File: config.mk
export PLATFORM = sky130hd
export DESIGN_NAME = uart_tx_fifo
export DESIGN_NICKNAME = d
export VERILOG_FILES = /design/src/rtl/uart_tx_fifo_pkg.sv /design/src/rtl/sync_fifo.sv /design/src/rtl/uart_tx_fifo.sv
export SDC_FILE = /design/constraint.sdc
export NUM_CORES = 1
export LEC_CHECK = 0
export ABC_AREA = 1
export CORE_MARGIN = 1.5
export CORE_UTILIZATION = 53
export DETAILED_ROUTE_END_ITERATION = 8
export GPL_TIMING_DRIVEN = 0
export MAX_ROUTING_LAYER = met4
export PLACE_DENSITY = 0.79
export RECOVER_POWER = 25
export SLEW_MARGIN = 20
export SYNTH_ARGS = -nofsm -noshare
export SYNTH_HDL_FRONTEND = slang
export SYNTH_SLANG_ARGS = --single-unit
File: constraint.sdc
create_clock -name raw_clk -period 2.15 [get_ports raw_clk]
set_clock_uncertainty 0.05 [all_clocks]
set_input_delay 0.3225 -clock raw_clk [delete_from_list [all_inputs] [get_ports raw_clk]]
set_output_delay 0.3225 -clock raw_clk [all_outputs]
set_load 0.02 [all_outputs]
File: src/rtl/uart_tx_fifo_pkg.sv
// /*----------------------------------------------------------------
//  | uart_tx_fifo_pkg : shared constants and FSM encoding          |
//  | Rev 1.0                                                       |
//  ----------------------------------------------------------------*/
`default_nettype none

package uart_tx_fifo_pkg;

    localparam int DEFAULT_DEPTH = 16;
    localparam int DEFAULT_WIDTH = 8;

    typedef enum logic [1:0] {
        ST_IDLE      = 2'd0,
        ST_STROBE    = 2'd1,
        ST_WAIT_DONE = 2'd2
    } tx_state_e;

endpackage

`default_nettype wire

File: src/rtl/sync_fifo.sv
// /*----------------------------------------------------------------
//  | sync_fifo : circular buffer with registered read and flush    |
//  | Rev 1.0                                                       |
//  ----------------------------------------------------------------*/
`default_nettype none

module sync_fifo #(
    parameter int DEPTH = 16,
    parameter int WIDTH = 8
) (
    input  logic                     raw_clk,
    input  logic                     reset,
    input  logic                     push_i,
    input  logic                     pop_i,
    input  logic                     flush_i,
    input  logic [WIDTH-1:0]         din_i,
    output logic [WIDTH-1:0]         dout_o,
    output logic                     full_o,
    output logic                     empty_o,
    output logic [$clog2(DEPTH):0]   count_o
);

    localparam int AW = $clog2(DEPTH);
    localparam logic [AW:0] FULL_CNT = (AW + 1)'(DEPTH);

    logic [WIDTH-1:0] mem_q [DEPTH];
    logic [WIDTH-1:0] dout_q;
    logic [AW-1:0]    wr_ptr_q;
    logic [AW-1:0]    rd_ptr_q;
    logic [AW:0]      count_q;
    logic             push_ok;
    logic             pop_ok;

    assign full_o  = (count_q == FULL_CNT);
    assign empty_o = (count_q == '0);
    assign count_o = count_q;
    assign dout_o  = dout_q;

    // Flush overrides both a push and a pop in the same cycle.
    assign push_ok = push_i && !full_o  && !flush_i;
    assign pop_ok  = pop_i  && !empty_o && !flush_i;

    always_ff @(posedge raw_clk) begin
        if (reset) begin
            wr_ptr_q <= '0;
            rd_ptr_q <= '0;
            count_q  <= '0;
        end else if (flush_i) begin
            rd_ptr_q <= wr_ptr_q;
            count_q  <= '0;
        end else begin
            if (push_ok) wr_ptr_q <= wr_ptr_q + AW'(1);
            if (pop_ok)  rd_ptr_q <= rd_ptr_q + AW'(1);
            case ({push_ok, pop_ok})
                2'b10:   count_q <= count_q + (AW + 1)'(1);
                2'b01:   count_q <= count_q - (AW + 1)'(1);
                default: count_q <= count_q;
            endcase
        end
    end

    // RAM array and its synchronous read port carry no reset.
    always_ff @(posedge raw_clk) begin
        if (push_ok) mem_q[wr_ptr_q] <= din_i;
        if (pop_ok)  dout_q <= mem_q[rd_ptr_q];
    end

endmodule

`default_nettype wire

File: src/rtl/uart_tx_fifo.sv
// /*----------------------------------------------------------------
//  | uart_tx_fifo : TX byte queue with transmitter handshake FSM   |
//  | Rev 1.0                                                       |
//  ----------------------------------------------------------------*/
`default_nettype none

module uart_tx_fifo
    import uart_tx_fifo_pkg::*;
#(
    parameter int DEPTH = DEFAULT_DEPTH,
    parameter int WIDTH = DEFAULT_WIDTH
) (
    input  logic                   raw_clk,
    input  logic                   reset,
    input  logic                   wr_strobe,
    input  logic [WIDTH-1:0]       wr_data,
    input  logic                   flush,
    input  logic                   clear_overflow,
    output logic                   full,
    output logic                   empty,
    output logic [$clog2(DEPTH):0] count,
    output logic                   overflow,
    output logic [WIDTH-1:0]       tx_data,
    output logic                   tx_strobe,
    input  logic                   tx_busy,
    output logic                   idle
);

    tx_state_e        state_q, state_d;
    logic             tx_strobe_q, tx_strobe_d;
    logic [WIDTH-1:0] tx_data_q, tx_data_d;
    logic             overflow_q, overflow_d;
    logic             fifo_pop;
    logic [WIDTH-1:0] fifo_dout;

    sync_fifo #(
        .DEPTH (DEPTH),
        .WIDTH (WIDTH)
    ) u_fifo (
        .raw_clk (raw_clk),
        .reset   (reset),
        .push_i  (wr_strobe),
        .pop_i   (fifo_pop),
        .flush_i (flush),
        .din_i   (wr_data),
        .dout_o  (fifo_dout),
        .full_o  (full),
        .empty_o (empty),
        .count_o (count)
    );

    always_ff @(posedge raw_clk) begin
        if (reset) begin
            state_q     <= ST_IDLE;
            tx_strobe_q <= 1'b0;
            tx_data_q   <= '0;
            overflow_q  <= 1'b0;
        end else begin
            state_q     <= state_d;
            tx_strobe_q <= tx_strobe_d;
            tx_data_q   <= tx_data_d;
            overflow_q  <= overflow_d;
        end
    end

    always_comb begin
        state_d     = state_q;
        tx_strobe_d = tx_strobe_q;
        tx_data_d   = tx_data_q;
        fifo_pop    = 1'b0;
        overflow_d  = overflow_q;

        // A dropped push beats a simultaneous clear.
        if (wr_strobe && full)   overflow_d = 1'b1;
        else if (clear_overflow) overflow_d = 1'b0;

        case (state_q)
            ST_IDLE: begin
                if (!empty && !tx_busy && !flush) begin
                    fifo_pop = 1'b1;
                    state_d  = ST_STROBE;
                end
            end
            ST_STROBE: begin
                // First STROBE cycle picks up the registered RAM read.
                if (!tx_strobe_q) begin
                    tx_strobe_d = 1'b1;
                    tx_data_d   = fifo_dout;
                end else if (tx_busy) begin
                    tx_strobe_d = 1'b0;
                    state_d     = ST_WAIT_DONE;
                end
            end
            ST_WAIT_DONE: begin
                if (!tx_busy) state_d = ST_IDLE;
            end
            default: state_d = ST_IDLE;
        endcase
    end

    assign tx_strobe = tx_strobe_q;
    assign tx_data   = tx_data_q;
    assign overflow  = overflow_q;
    assign idle      = empty && (state_q == ST_IDLE);

endmodule

`default_nettype wire

# After elaboration in Yosys (flattened, before gate mapping)
# Memory sizes are Yosys's and may differ from the RTL's. A register that Yosys moved wholly into a read port is not among the register bits.
# Cells that the tools add are included.
[totals]
reg_bits = 25
ramBits = 128
inputBits = 14
output_inout_bits = 18
word_cells = 60
n_memories = 1
[memory_table]
columns = ["name", "depth", "word_bits", "read_ports", "rd_clocked_by_memory_dff", "wr", "line_no", "text"]
rows = [
  ["u_fifo.mem_q", 16, 8, 1, 1, 1, "sync_fifo.sv:26", "logic [WIDTH-1:0] mem_q [DEPTH];"],
]
[op_classes]
n_addsub = 4
n_eq_ne = 9
mux = 16
bitwise = 2
n_reduce_logical = 21
[op_table]
columns = ["operator", "n"]
rows = [
  ["$pmux 5 s2", 1],
  ["$add 4x1->4 const B", 2],
  ["$logic_and 1x1->1", 8],
  ["$mux 1", 8],
  ["$mux 2", 4],
  ["$mux 4", 2],
  ["$ne 2x2->1 const B", 4],
  ["$pmux 2 s3", 1],
  ["$reduce_bool 2->1", 3],
  ["$add 5x1->5 const B", 1],
  ["$eq 5x5->1 const B", 1],
  ["$logic_not 5->1", 1],
  ["$sub 5x1->5 const B", 1],
  ["$eq 2x1->1 const B", 2],
  ["$eq 2x2->1 const B", 2],
  ["$logic_not 1->1", 4],
  ["$reduce_and 2->1", 2],
  ["$reduce_and 4->1", 1],
  ["$logic_not 2->1", 1],
  ["$not 1->1", 2],
  ["$reduce_or 2->1", 1],
]

# Depth between registers and ports, before layout
# Gate-level depths: netlist (run 1).
[logic_depth]
depth_word = 10
depth_mapped = 14
ltp_nobuf = 14

# Modules after synthesis
# A second synthesis (run 1) with hierarchy kept.
[hier_totals]
cells_unflattened = 638
area_unflattened_um2 = 7063.0
[by_module_without_submodules]
columns = ["module", "instances", "cells_per_inst", "area_each_um2", "seq_area_each_um2"]
rows = [
  ["sync_fifo", 1, 560, 6536.3, 4344.2],
  ["uart_tx_fifo", 1, 78, 526.8, 240.2],
]

# Least setup slack after synthesis (run 1)
# Ideal clock, no wire load.
[synth_path]
path_type = "register -> register"
startpoint = "reg u_fifo.count_q[0], in the netlist u_fifo.count_o[0]"
endpoint = "reg u_fifo.count_q[3], in the netlist u_fifo.count_o[3]"
setup_time_ns = 0.109
arrival_time_ns = 2.156
required_time_ns = 1.991
slack_ns = -0.165
path_stages_with_launch = 12
period_less_slack_ns = 2.315
cell_sequence = "dfxtp_1 > nor2_1 > nand3_1 > nand2_1 > inv_1 > ha_1 > ha_1 > a21oi_1 > a21o_1 > nand3_1 > nand2_1 > inv_1"
[synth_via]
elab_chain_cells = 10
word_cells_on_any_way = 18
cone_classes = "add/sub: 2; eq/ne: 3; mux: 3; reduce/logical: 10"
[synth_rtl]
columns = ["item", "line_no", "text"]
rows = [
  ["from (decl)", "sync_fifo.sv:30", "logic [AW:0] count_q;"],
  ["from (signal assigned)", "sync_fifo.sv:55", "2'b10: count_q <= count_q + (AW + 1)'(1);"],
  ["from (signal assigned)", "sync_fifo.sv:56", "2'b01: count_q <= count_q - (AW + 1)'(1);"],
  ["from (signal assigned)", "sync_fifo.sv:57", "default: count_q <= count_q;"],
  ["$logic_not 5->1 (*)", "sync_fifo.sv:35", "assign empty_o = (count_q == '0);"],
  ["$logic_not 1->1 (*)", "sync_fifo.sv:41, uart_tx_fifo.sv:79", ""],
  ["$logic_and 1x1->1 (2 in series)", "uart_tx_fifo.sv:79", "if (!empty && !tx_busy && !flush) begin"],
  ["$mux 1", "uart_tx_fifo.sv:79", ""],
  ["$mux 1", "uart_tx_fifo.sv:77", "case (state_q)"],
  ["$logic_and 1x1->1 (*) (2 in series)", "sync_fifo.sv:41", "assign pop_ok = pop_i && !empty_o && !flush_i;"],
  ["via u_fifo.pop_ok", "sync_fifo.sv:32", "logic pop_ok;"],
  ["$eq 2x1->1 / $eq 2x2->1 (equally long branches)", "sync_fifo.sv:54", "case ({push_ok, pop_ok})"],
  ["$pmux 5 s2 / $reduce_bool 2->1 (equally long branches)", "n/a", ""],
]
# The timed path passes the listed nets; every way through them passes the cells marked *.
# A chain may end at the register's enable or synchronous reset.

# Worst setup path in the final report (run 1)
[layout_path]
startpoint = "reg u_fifo.count_q[3], in the netlist u_fifo.count_o[3]"
endpoint = "mem u_fifo.mem_q[9][2], enable pin"
[layout_via]
elab_chain_cells = 6
[layout_rtl]
columns = ["item", "line_no", "text"]
rows = [
  ["$eq 5x5->1", "sync_fifo.sv:34", "assign full_o = (count_q == FULL_CNT);"],
  ["$logic_not 1->1", "sync_fifo.sv:40", "assign push_ok = push_i && !full_o && !flush_i;"],
  ["$logic_and 1x1->1 (2 in series)", "sync_fifo.sv:40", ""],
  ["$mux 1", "sync_fifo.sv:64", "if (push_ok) mem_q[wr_ptr_q] <= din_i;"],
  ["$mux 1 (implied by the code)", "sync_fifo.sv:64", ""],
  ["to (decl)", "sync_fifo.sv:26", ""],
]
# No other way between the ends.

==> flow_summary.ini, run 1 <==
[critical_path]
ff2ff_setup_slack_ns = 0.12
worstReg2RegStart = u_fifo.count_o[3]$_SDFFE_PP0P_
cp.arrival_ns = 2.07
timing.critical_path.to_type = register
start_point_of_the_critical_path = u_fifo.count_o[3]$_SDFFE_PP0P_
timing.critical_path.required_ns = 2.20
crit_path_start_kind = register
worstPathMaxFanout = 10
worst-setup-path-type = reg2reg

[pwr]
vdd_drop_max_mv = 0.6037
power_density_nw_per_um2 = 873.7
power_leakage_nw = 2.898

[placement]
port_buffers = 30
place_area_um2 = 7293
place_hpwl_mm = 10.69
placement.setup.worst_slack_ns = -0.5718
routabilityCongestion = 1.001

[sta]
timing.fmax_mhz = 493.4
grt_setup_unrepaired = yes
report.final.slew_viol_count = 0
hold_viol = 0
period_minus_slack_ns = 2.027
setup_slack_ns = 0.1232
min_period_over_period_pct = 94.27
timing.slew.headroom_pct = 45.08
tightest_slew_ns = 0.8194
timing.final.setup_violations = 0

[detailed_routing]
wire_per_inst_um = 18.61
route.vias.total = 4787
drt_first_iter_violations = 549
ant_nets = 0
viasPerCell = 5.605
drc = 0
drt_pre_antenna_iters = 6
detailed_route_wire_length_mm = 15.89

[logic_synthesis]
synth-seq-cells = 161
syn-instance-count = 619
ys_async_sr_fraction_pct = 0
synth.most_common_cell = sky130_fd_sc_hd__edfxtp_1
synth_edf_count = 136
synthTopCellsByCount = 136 x sky130_fd_sc_hd__edfxtp_1, 111 x sky130_fd_sc_hd__nor2_1, 75 x sky130_fd_sc_hd__nand2_1
synth_area_leader_cell = sky130_fd_sc_hd__edfxtp_1
dominantRegCellSynth = sky130_fd_sc_hd__edfxtp_1
synth.avg_cell_area_um2 = 10.93
synth.net_count = 643
synth_top_area_share_pct = 60.38
ys_warn_count = 0
netlist_top_cells_area = sky130_fd_sc_hd__edfxtp_1 60%, sky130_fd_sc_hd__dfxtp_1 7.4%, sky130_fd_sc_hd__nor2_1 6.2%, sky130_fd_sc_hd__nand3_1 5.3%, sky130_fd_sc_hd__nand2_1 4.2%
yosysUniqueCellTypes = 26
ys_seq_area_share_pct = 67.78
cell_area_synth_um2 = 6764

[floorplanning]
coreArea_um2 = 12520
die-area_um2 = 13450
floorplan.initialDensity_pct = 54.04
die-width_um = 116.0
num_rows = 41
chipHeight_um = 116.0
io_pins = 32

[finish]
stdcell_area_um2 = 8055
flow.area_growth_from_synthesis_pct = 19.09
layout-drive-gt1-share_pct = 11.58
nets = 693
fillers = 971
n_antenna_cell = 0

[hold_path]
hold_path.startpoint = reset
hp-class = in2reg

[clock_network]
cts_num_sinks = 161
ctsRootBufferMaster = sky130_fd_sc_hd__clkbuf_16
cts_hold_repair.buffers = 0
clkSlewWorstSetupHoldPaths_ns = 0.06
ctsLongestPathBuffers = 2
htreeDepth = 4
cts_tree = done
cts_made_buffers = 17
clk-insertion-delay-late_ns = 0.43

[global_route]
overflow = 0
grt_pass1_wl_mm = 24.42
antenna_found_initial = 0
first_global_vias = 4583
grt_start_max_net_pins = 17
grtUsageTotal_pct = 26.02

[status]
run_status = complete, no violations

[run]
cap_viol_max_count = 0
## per-stage QoR
| stage | power (mW) | std cells | hold WS, ns | setup TNS, ns | util, % |
|---|---|---|---|---|---|
| after CTS | 7.045 | 854 | 0.2170 | -0.2027 | 63.47 |
| after global routing | 7.266 | 854 | 0.2402 | -0.05971 | 64.35 |
| after floorplan | 3.826 | 619 | 0.3714 | 0 | - |
| after global placement | 4.016 | 821 | 0.3991 | -47.45 | 58.19 |
| final | 7.038 | 854 | 0.2085 | 0 | 64.35 |
| after detailed placement | 4.032 | 821 | 0.4107 | -44.90 | 58.27 |
## cell families after synthesis
logic type / count (synthesis) / share of synthesized area, %
AO/OA/AOI/OAI: 99 / 8.176
adder cells (fa/ha/maj): 10 / 1.961
flip-flops: 161 / 67.78
XOR/XNOR: 5 / 0.6474
buffers and inverters: 82 / 5.438
AND/OR/NAND/NOR: 262 / 16.00
## area by class of cell
type	count	area, um^2	share of cell area, %
Buffer	28	165.2	2.050
Clock buffer	28	591.8	7.347
Clock inverter	4	26.28	0.3262
Inverter	54	205.2	2.547
Multi-Input combinational cell	376	1958	24.31
Sequential cell	161	4587	56.94
Tap cell	172	215.2	2.672
Timing Repair Buffer	31	306.5	3.806
## per-layer routing
layer	track usage, %	wire length [um]	share of wire, %
met1	33.33	6380	40
met2	39.80	7574	48
met3	6.119	1475	9.3
met4	11.46	462	2.9
met5	-	0	0
## worst paths after layout
path / depth (start not counted) / endpoint
worst min-delay path: 2 / tx_data[7]$_SDFFE_PP0P_
worst max-delay path: 6 / u_fifo.mem_q[9][2]$_DFFE_PP_
worst max register to register: 6 / u_fifo.mem_q[9][2]$_DFFE_PP_
worst min register to register: 2 / tx_data[7]$_SDFFE_PP0P_
## where the power goes
group,internal (mW),switching (mW),leakage [nW]
Combinational,0.183,0.359,1.16
Sequential,3.42,0.0217,1.43
Clock,1.88,1.17,0.305
## critical path, cell delays in order, from the launching register on
cell and delay, ns:
sky130_fd_sc_hd__dfxtp_1 0.44, sky130_fd_sc_hd__nor2_4 0.05, sky130_fd_sc_hd__nand3_1 0.15, sky130_fd_sc_hd__nand2_4 0.12
sky130_fd_sc_hd__inv_1 0.17, sky130_fd_sc_hd__nand2_1 0.33, sky130_fd_sc_hd__nor2_4 0.38
## flip-flops by register name, summed over array words and instances, names as in the netlist
register and flops:
u_fifo.count_o 5, u_fifo.mem_q 128, tx_data 8, u_fifo.rd_ptr_q 4, u_fifo.dout_o 8, overflow 1, u_fifo.wr_ptr_q 4, tx_strobe 1
state_q 2
## what timing repair did
item	in CTS	in global routing
gates resized for setup	15	26
endpoints found under the setup margin	88	107
pin swaps	1	1
setup buffers	1	0
## cell usage in the layout, fill, tap and decap left out, types with 5 or more instances in the layout
| cell | count |
|---|---|
| sky130_fd_sc_hd__clkbuf_16 | 21 |
| sky130_fd_sc_hd__a21oi_1 | 23 |
| sky130_fd_sc_hd__nor2_4 | 13 |
| sky130_fd_sc_hd__o21ai_0 | 35 |
| sky130_fd_sc_hd__buf_2 | 12 |
| sky130_fd_sc_hd__dfxtp_1 | 23 |
| sky130_fd_sc_hd__o211ai_1 | 22 |
| sky130_fd_sc_hd__o21ai_1 | 17 |
| sky130_fd_sc_hd__buf_4 | 5 |
| sky130_fd_sc_hd__nor2_1 | 95 |
| sky130_fd_sc_hd__edfxtp_1 | 136 |
| sky130_fd_sc_hd__nand2_1 | 74 |
| sky130_fd_sc_hd__nand3_1 | 70 |
| sky130_fd_sc_hd__clkbuf_1 | 10 |
| sky130_fd_sc_hd__ha_1 | 8 |
| sky130_fd_sc_hd__inv_1 | 50 |
| sky130_fd_sc_hd__clkdlybuf4s50_1 | 25 |
No activity file was read; power rests on OpenSTA's default activity.
==> run 2: changes to the inputs <==
Settings changed: SLEW_MARGIN 20 to 10.
==> run 2 against run 1 <==
Net effect:
- sequential power about the same
- global-route usage increased by 0.18 points
- highest routed layer unchanged
- design area decreased by 0.22%
- combinational power is essentially flat
- critical path type unchanged
- power is 1.9% higher
- clock power increased by 5%
- maximum frequency down 2.0%
==> flow_summary.ini, run 2 (synthesis gave the netlist of run 1 again) <==
[status]
run_status = complete, no violations

[finish]
largest_register = u_fifo.mem_q
layout-drive-gt1-share_pct = 11.29
mostFrequentLayoutCell = sky130_fd_sc_hd__edfxtp_1
n_antenna_cell = 0
layout_common_cells = 136 x sky130_fd_sc_hd__edfxtp_1, 95 x sky130_fd_sc_hd__nor2_1, 74 x sky130_fd_sc_hd__nand2_1, 70 x sky130_fd_sc_hd__nand3_1, 50 x sky130_fd_sc_hd__inv_1
fillers = 971
flow.area_growth_from_synthesis_pct = 18.83
largest_register_ffs = 128
area.sequential_um2 = 4587
final_instance_count_without_filler_cells = 854
multi_input_area_um2 = 1911
nets = 693

[critical_path]
cp_slowest_stage_delay_ns = 0.47
r2r_cells = 6
timing.critical_path.to_type = register
timing.critical_path.required_ns = 2.17
ff2ff_setup_slack_ns = 0.08
crit_slowest_cell = sky130_fd_sc_hd__nor2_2
worstPathMaxFanout = 10
worstPathCellList = nor2_2 -> nand3_1 -> nand2_2 -> inv_1 -> nand2_1 -> nor2_2
worstReg2RegStart = u_fifo.count_o[0]$_SDFFE_PP0P_
crit_path_start_kind = register
cp_common_cell = sky130_fd_sc_hd__nor2_2
worst-setup-path-type = reg2reg
cp.arrival_ns = 2.09
critical_path.reg2reg.endpoint = u_fifo.mem_q[12][7]$_DFFE_PP_

[detailed_routing]
drt_pre_antenna_iters = 5
ant_nets = 0
drc = 0
route.vias.total = 4752
drt_first_iter_violations = 609
wire_per_inst_um = 18.64
viasPerCell = 5.564
detailed_route_wire_length_mm = 15.92

[floorplanning]
num_rows = 41
die-width_um = 116.0
chipHeight_um = 116.0
die-area_um2 = 13450
coreArea_um2 = 12520
floorplan.initialDensity_pct = 54.04
io_pins = 32

[sta]
timing.slew.headroom_pct = 44.67
timing.final.setup_violations = 0
setup_slack_ns = 0.08218
timing.fmax_mhz = 483.6
min_period_over_period_pct = 96.18
hold_viol = 0
tightest_slew_ns = 0.8255
grt_setup_unrepaired = yes
period_minus_slack_ns = 2.068
report.final.slew_viol_count = 0
setup_total_negative_slack_ns = 0

[run]
cap_viol_max_count = 0

[global_route]
grt_pass1_wl_mm = 24.60
antenna_found_initial = 0
grt_start_max_net_pins = 17
grtUsageTotal_pct = 26.20
overflow = 0
first_global_vias = 4572

[hold_path]
hold_path.startpoint = reset
min_delay_path_depth = 2
hp-class = in2reg
hold_end = tx_data[7]$_SDFFE_PP0P_

[clock_network]
cts_made_buffers = 17
ctsRootBufferMaster = sky130_fd_sc_hd__clkbuf_16
cts_tree = done
ctsLongestPathBuffers = 2
clkSlewWorstSetupHoldPaths_ns = 0.06
clk-insertion-delay-late_ns = 0.43
cts_num_sinks = 161
htreeDepth = 4
cts_hold_repair.buffers = 0

[pwr]
vdd_drop_max_mv = 0.6034
finalPower_mw = 7.174
power_density_nw_per_um2 = 892.5
power_leakage_nw = 2.931

[placement]
placement.setup.worst_slack_ns = -0.5655
place_hpwl_mm = 10.68
post-place-cells = 821
routabilityCongestion = 1.001
port_buffers = 30
==> run 2: timing repair <==
action	4_1_cts	5_1_grt
setup endpoints to repair	85	117
setup buffers	1	0
endpoints found under the hold margin	0	0
gates resized for setup	11	23
pin swaps	1	1
==> run 2: cell type report <==
type,count,area share (%)
tap,172,2.677
inverter,54,2.584
buffer,28,2.055
clock inverter,4,0.6071
multi-input combinational,376,23.77
sequential,161,57.07
clock buffer,28,7.379
timing repair buffer,31,3.861
==> run 2: worst max-delay path, delay by kind of cell, from the launching register on <==
family | cells | cell delay [ns]
buffers and inverters | 1 | 0.20
flip-flops | 1 | 0.39
AND/OR/NAND/NOR | 5 | 1.06
==> run 2: stage by stage <==
stage	hold WS (ns)	instance area, um^2	util (%)
3_5_place_dp	0.4095	7283	58.19
5_1_grt	0.2343	8038	64.21
4_1_cts	0.2060	7958	63.57
6_report	0.2093	8038	64.21
3_3_place_gp	0.3991	7283	58.19
2_1_floorplan	0.3714	6768	-
==> run 2: power breakdown <==
part | internal [mW] | switching [mW] | total (mW)
clock | 2.01 | 1.18 | 3.19
sequential | 3.42 | 0.0208 | 3.45
combinational | 0.182 | 0.359 | 0.541
==> run 2: worst max path at each step <==
stage / slack (ns) / start / cells past startpoint / to
2_1_floorplan: 0.03 / u_fifo.count_o[1]$_SDFFE_PP0P_ / 11 / u_fifo.count_o[3]$_SDFFE_PP0P_
3_3_place_gp: -0.54 / flush / 15 / u_fifo.count_o[4]$_SDFFE_PP0P_
3_5_place_dp: -0.57 / flush / 13 / u_fifo.count_o[3]$_SDFFE_PP0P_
4_1_cts: -0.06 / u_fifo.count_o[1]$_SDFFE_PP0P_ / 13 / u_fifo.count_o[4]$_SDFFE_PP0P_
5_1_grt: -0.08 / u_fifo.count_o[0]$_SDFFE_PP0P_ / 6 / u_fifo.mem_q[5][2]$_DFFE_PP_
6_report: 0.08 / u_fifo.count_o[0]$_SDFFE_PP0P_ / 6 / u_fifo.mem_q[12][7]$_DFFE_PP_
==> run 2: routing by layer <==
| layer | share of wire, % | global-route usage, % | up-vias |
|---|---|---|---|
| li1 | - | - | 2233 |
| met1 | 42 | 33.66 | 2253 |
| met2 | 47 | 39.92 | 225 |
| met3 | 8.4 | 6.328 | 41 |
| met4 | 2.9 | 11.38 | 0 |
| met5 | 0 | - | - |
==> run 3: changes to the inputs <==
Settings changed: RECOVER_POWER 25 to 100, REMOVE_ABC_BUFFERS set to 1.
==> run 3 against run 2 <==
Net effect:
- the flow now finishes with violations (negative setup slack)
- combinational power shrank 8.3%
- global-route usage shrank 2.6 points
- sequential cell count is the same
- critical endpoint is now u_fifo.count_o[2]$_SDFFE_PP0P_
==> flow_summary.ini, run 3 (synthesis gave the netlist of run 1 again) <==
[global_route]
first_global_vias = 4309
overflow = 0
grt_start_max_net_pins = 86
grt_pass1_wl_mm = 22.15
antenna_found_initial = 0
grtUsageTotal_pct = 23.60

[finish]
mostFrequentLayoutCell = sky130_fd_sc_hd__edfxtp_1
nets = 675
n_antenna_cell = 0
layout-drive-gt1-share_pct = 10.69
layout_common_cells = 136 x sky130_fd_sc_hd__edfxtp_1, 96 x sky130_fd_sc_hd__nor2_1, 74 x sky130_fd_sc_hd__nand2_1, 70 x sky130_fd_sc_hd__nand3_1, 48 x sky130_fd_sc_hd__inv_1
final_instance_count_without_filler_cells = 836
largest_register = u_fifo.mem_q
flow.area_growth_from_synthesis_pct = 16.33
largest_register_ffs = 128
fillers = 938

[placement]
routabilityCongestion = 0.8606
port_buffers = 31
place_hpwl_mm = 8.385
post-place-cells = 795

[sta]
setup_slack_ns = -0.06052
report.final.slew_viol_count = 0
min_period_over_period_pct = 102.8
timing.fmax_mhz = 452.4
timing.slew.headroom_pct = 47.49
period_minus_slack_ns = 2.211
setup_total_negative_slack_ns = -0.07483
grt_setup_unrepaired = yes
hold_viol = 0
tightest_slew_ns = 0.7833
timing.final.setup_violations = 2

[critical_path]
critical_path.reg2reg.endpoint = u_fifo.count_o[2]$_SDFFE_PP0P_
r2r_cells = 9
cp.arrival_ns = 2.47
worstReg2RegStart = u_fifo.count_o[1]$_SDFFE_PP0P_
ff2ff_setup_slack_ns = -0.06
worstPathMaxFanout = 6
start_point_of_the_critical_path = u_fifo.count_o[1]$_SDFFE_PP0P_
worst-setup-path-type = reg2reg
timing.critical_path.to_type = register
crit_path_start_kind = register
timing.critical_path.required_ns = 2.41

[floorplanning]
io_pins = 32
num_rows = 41
floorplan.initialDensity_pct = 54.04
die-width_um = 116.0
die-area_um2 = 13450
chipHeight_um = 116.0
coreArea_um2 = 12520

[status]
failed_checks = negative setup slack
run_status = finished, violations left

[clock_network]
clk-insertion-delay-late_ns = 0.43
cts_hold_repair.buffers = 0
htreeDepth = 4
clkSlewWorstSetupHoldPaths_ns = 0.06
cts_made_buffers = 17
cts_tree = done
ctsRootBufferMaster = sky130_fd_sc_hd__clkbuf_16
cts_num_sinks = 161
ctsLongestPathBuffers = 2

[pwr]
power_density_nw_per_um2 = 862.7
vdd_drop_max_mv = 0.6331
power_leakage_nw = 2.784

[detailed_routing]
drt_pre_antenna_iters = 5
route.vias.total = 4726
viasPerCell = 5.653
drt_first_iter_violations = 607
drc = 0
ant_nets = 0
detailed_route_wire_length_mm = 15.22
wire_per_inst_um = 18.20

[hold_path]
hp-class = reg2reg
hold_path.startpoint = tx_data[3]$_SDFFE_PP0P_
min_delay_path_depth = 2
hold_end = tx_data[3]$_SDFFE_PP0P_

[run]
cap_viol_max_count = 0
## run 3: cell types whose count changed in the layout (fill, tap and decap cells not counted), sizes merged
cell / before / now
dlygate4sd3: 1 / 9
clkinv: 2 / 8
clkdlybuf4s50: 25 / 18
buf: 22 / 4
clkbuf: 35 / 19
clkinvlp: 0 / 9
## run 3: power breakdown
group	internal, mW	switching [mW]
registers	3.42	0.0355
clock network	1.60	1.23
logic	0.168	0.328
total	5.19	1.60
## run 3: timing repair
action | CTS | global route
cloned | 3 | 2
hold endpoints to repair | 0 | 0
buffers inserted | 2 | 2
gates resized for setup | 24 | 12
endpoints found under the setup margin | 135 | 77
pin swaps | 1 | 0
## run 3: worst max path at each step
stage / to / slack [ns] / depth (start not counted)
after floorplan: u_fifo.dout_o[2]$_DFFE_PP_ / -1.37 / 7
after global placement: u_fifo.dout_o[6]$_DFFE_PP_ / -2.96 / 5
after detailed placement: u_fifo.count_o[3]$_SDFFE_PP0P_ / -0.97 / 13
after CTS: u_fifo.mem_q[0][4]$_DFFE_PP_ / -0.05 / 6
after global routing: u_fifo.count_o[4]$_SDFFE_PP0P_ / -0.19 / 13
final: u_fifo.count_o[2]$_SDFFE_PP0P_ / -0.06 / 9
## run 3: area by class of cell
cell class,instances,area [um^2],share of cell area (%)
repair inverters,4,27.53,0.3498
multi-input cells,376,1872,23.79
inverters,54,210.2,2.671
well taps,172,215.2,2.735
clock buffers,17,425.4,5.406
clock inverters,15,133.9,1.701
flip-flops and latches,161,4593,58.37
repair buffers,37,391.6,4.977
## run 3: through the flow
stage	setup slack [ns]	util (%)	hold WS, ns	power (mW)	instance area (um^2)
global placement	-2.959	56.92	0.3993	3.952	7124
floorplan	-1.370	-	0.3416	3.788	6599
global route	-0.1858	62.86	0.4376	6.982	7869
finish	-0.06052	62.86	0.4110	6.788	7869
detailed placement	-0.9670	57.17	0.4074	3.977	7156
CTS	-0.05077	62.31	0.4152	6.788	7799
## run 3: per-layer routing
layer,up-vias,track usage (%),wire length [um]
met5,-,-,0
met4,0,8.943,313
met3,36,6.172,1449
met2,266,37.76,7555
met1,2220,28.99,5897
li1,2204,-,-
## run 3: critical path, stage by stage (launching register included)
cell	delay (ns)
sky130_fd_sc_hd__dfxtp_2	0.36
sky130_fd_sc_hd__nor2_1	0.16
sky130_fd_sc_hd__nand3_2	0.11
sky130_fd_sc_hd__nand2_2	0.12
sky130_fd_sc_hd__clkinvlp_2	0.14
sky130_fd_sc_hd__ha_2	0.26
sky130_fd_sc_hd__fa_2	0.38
sky130_fd_sc_hd__xor2_1	0.16
sky130_fd_sc_hd__o21ai_0	0.27
sky130_fd_sc_hd__inv_1	0.08
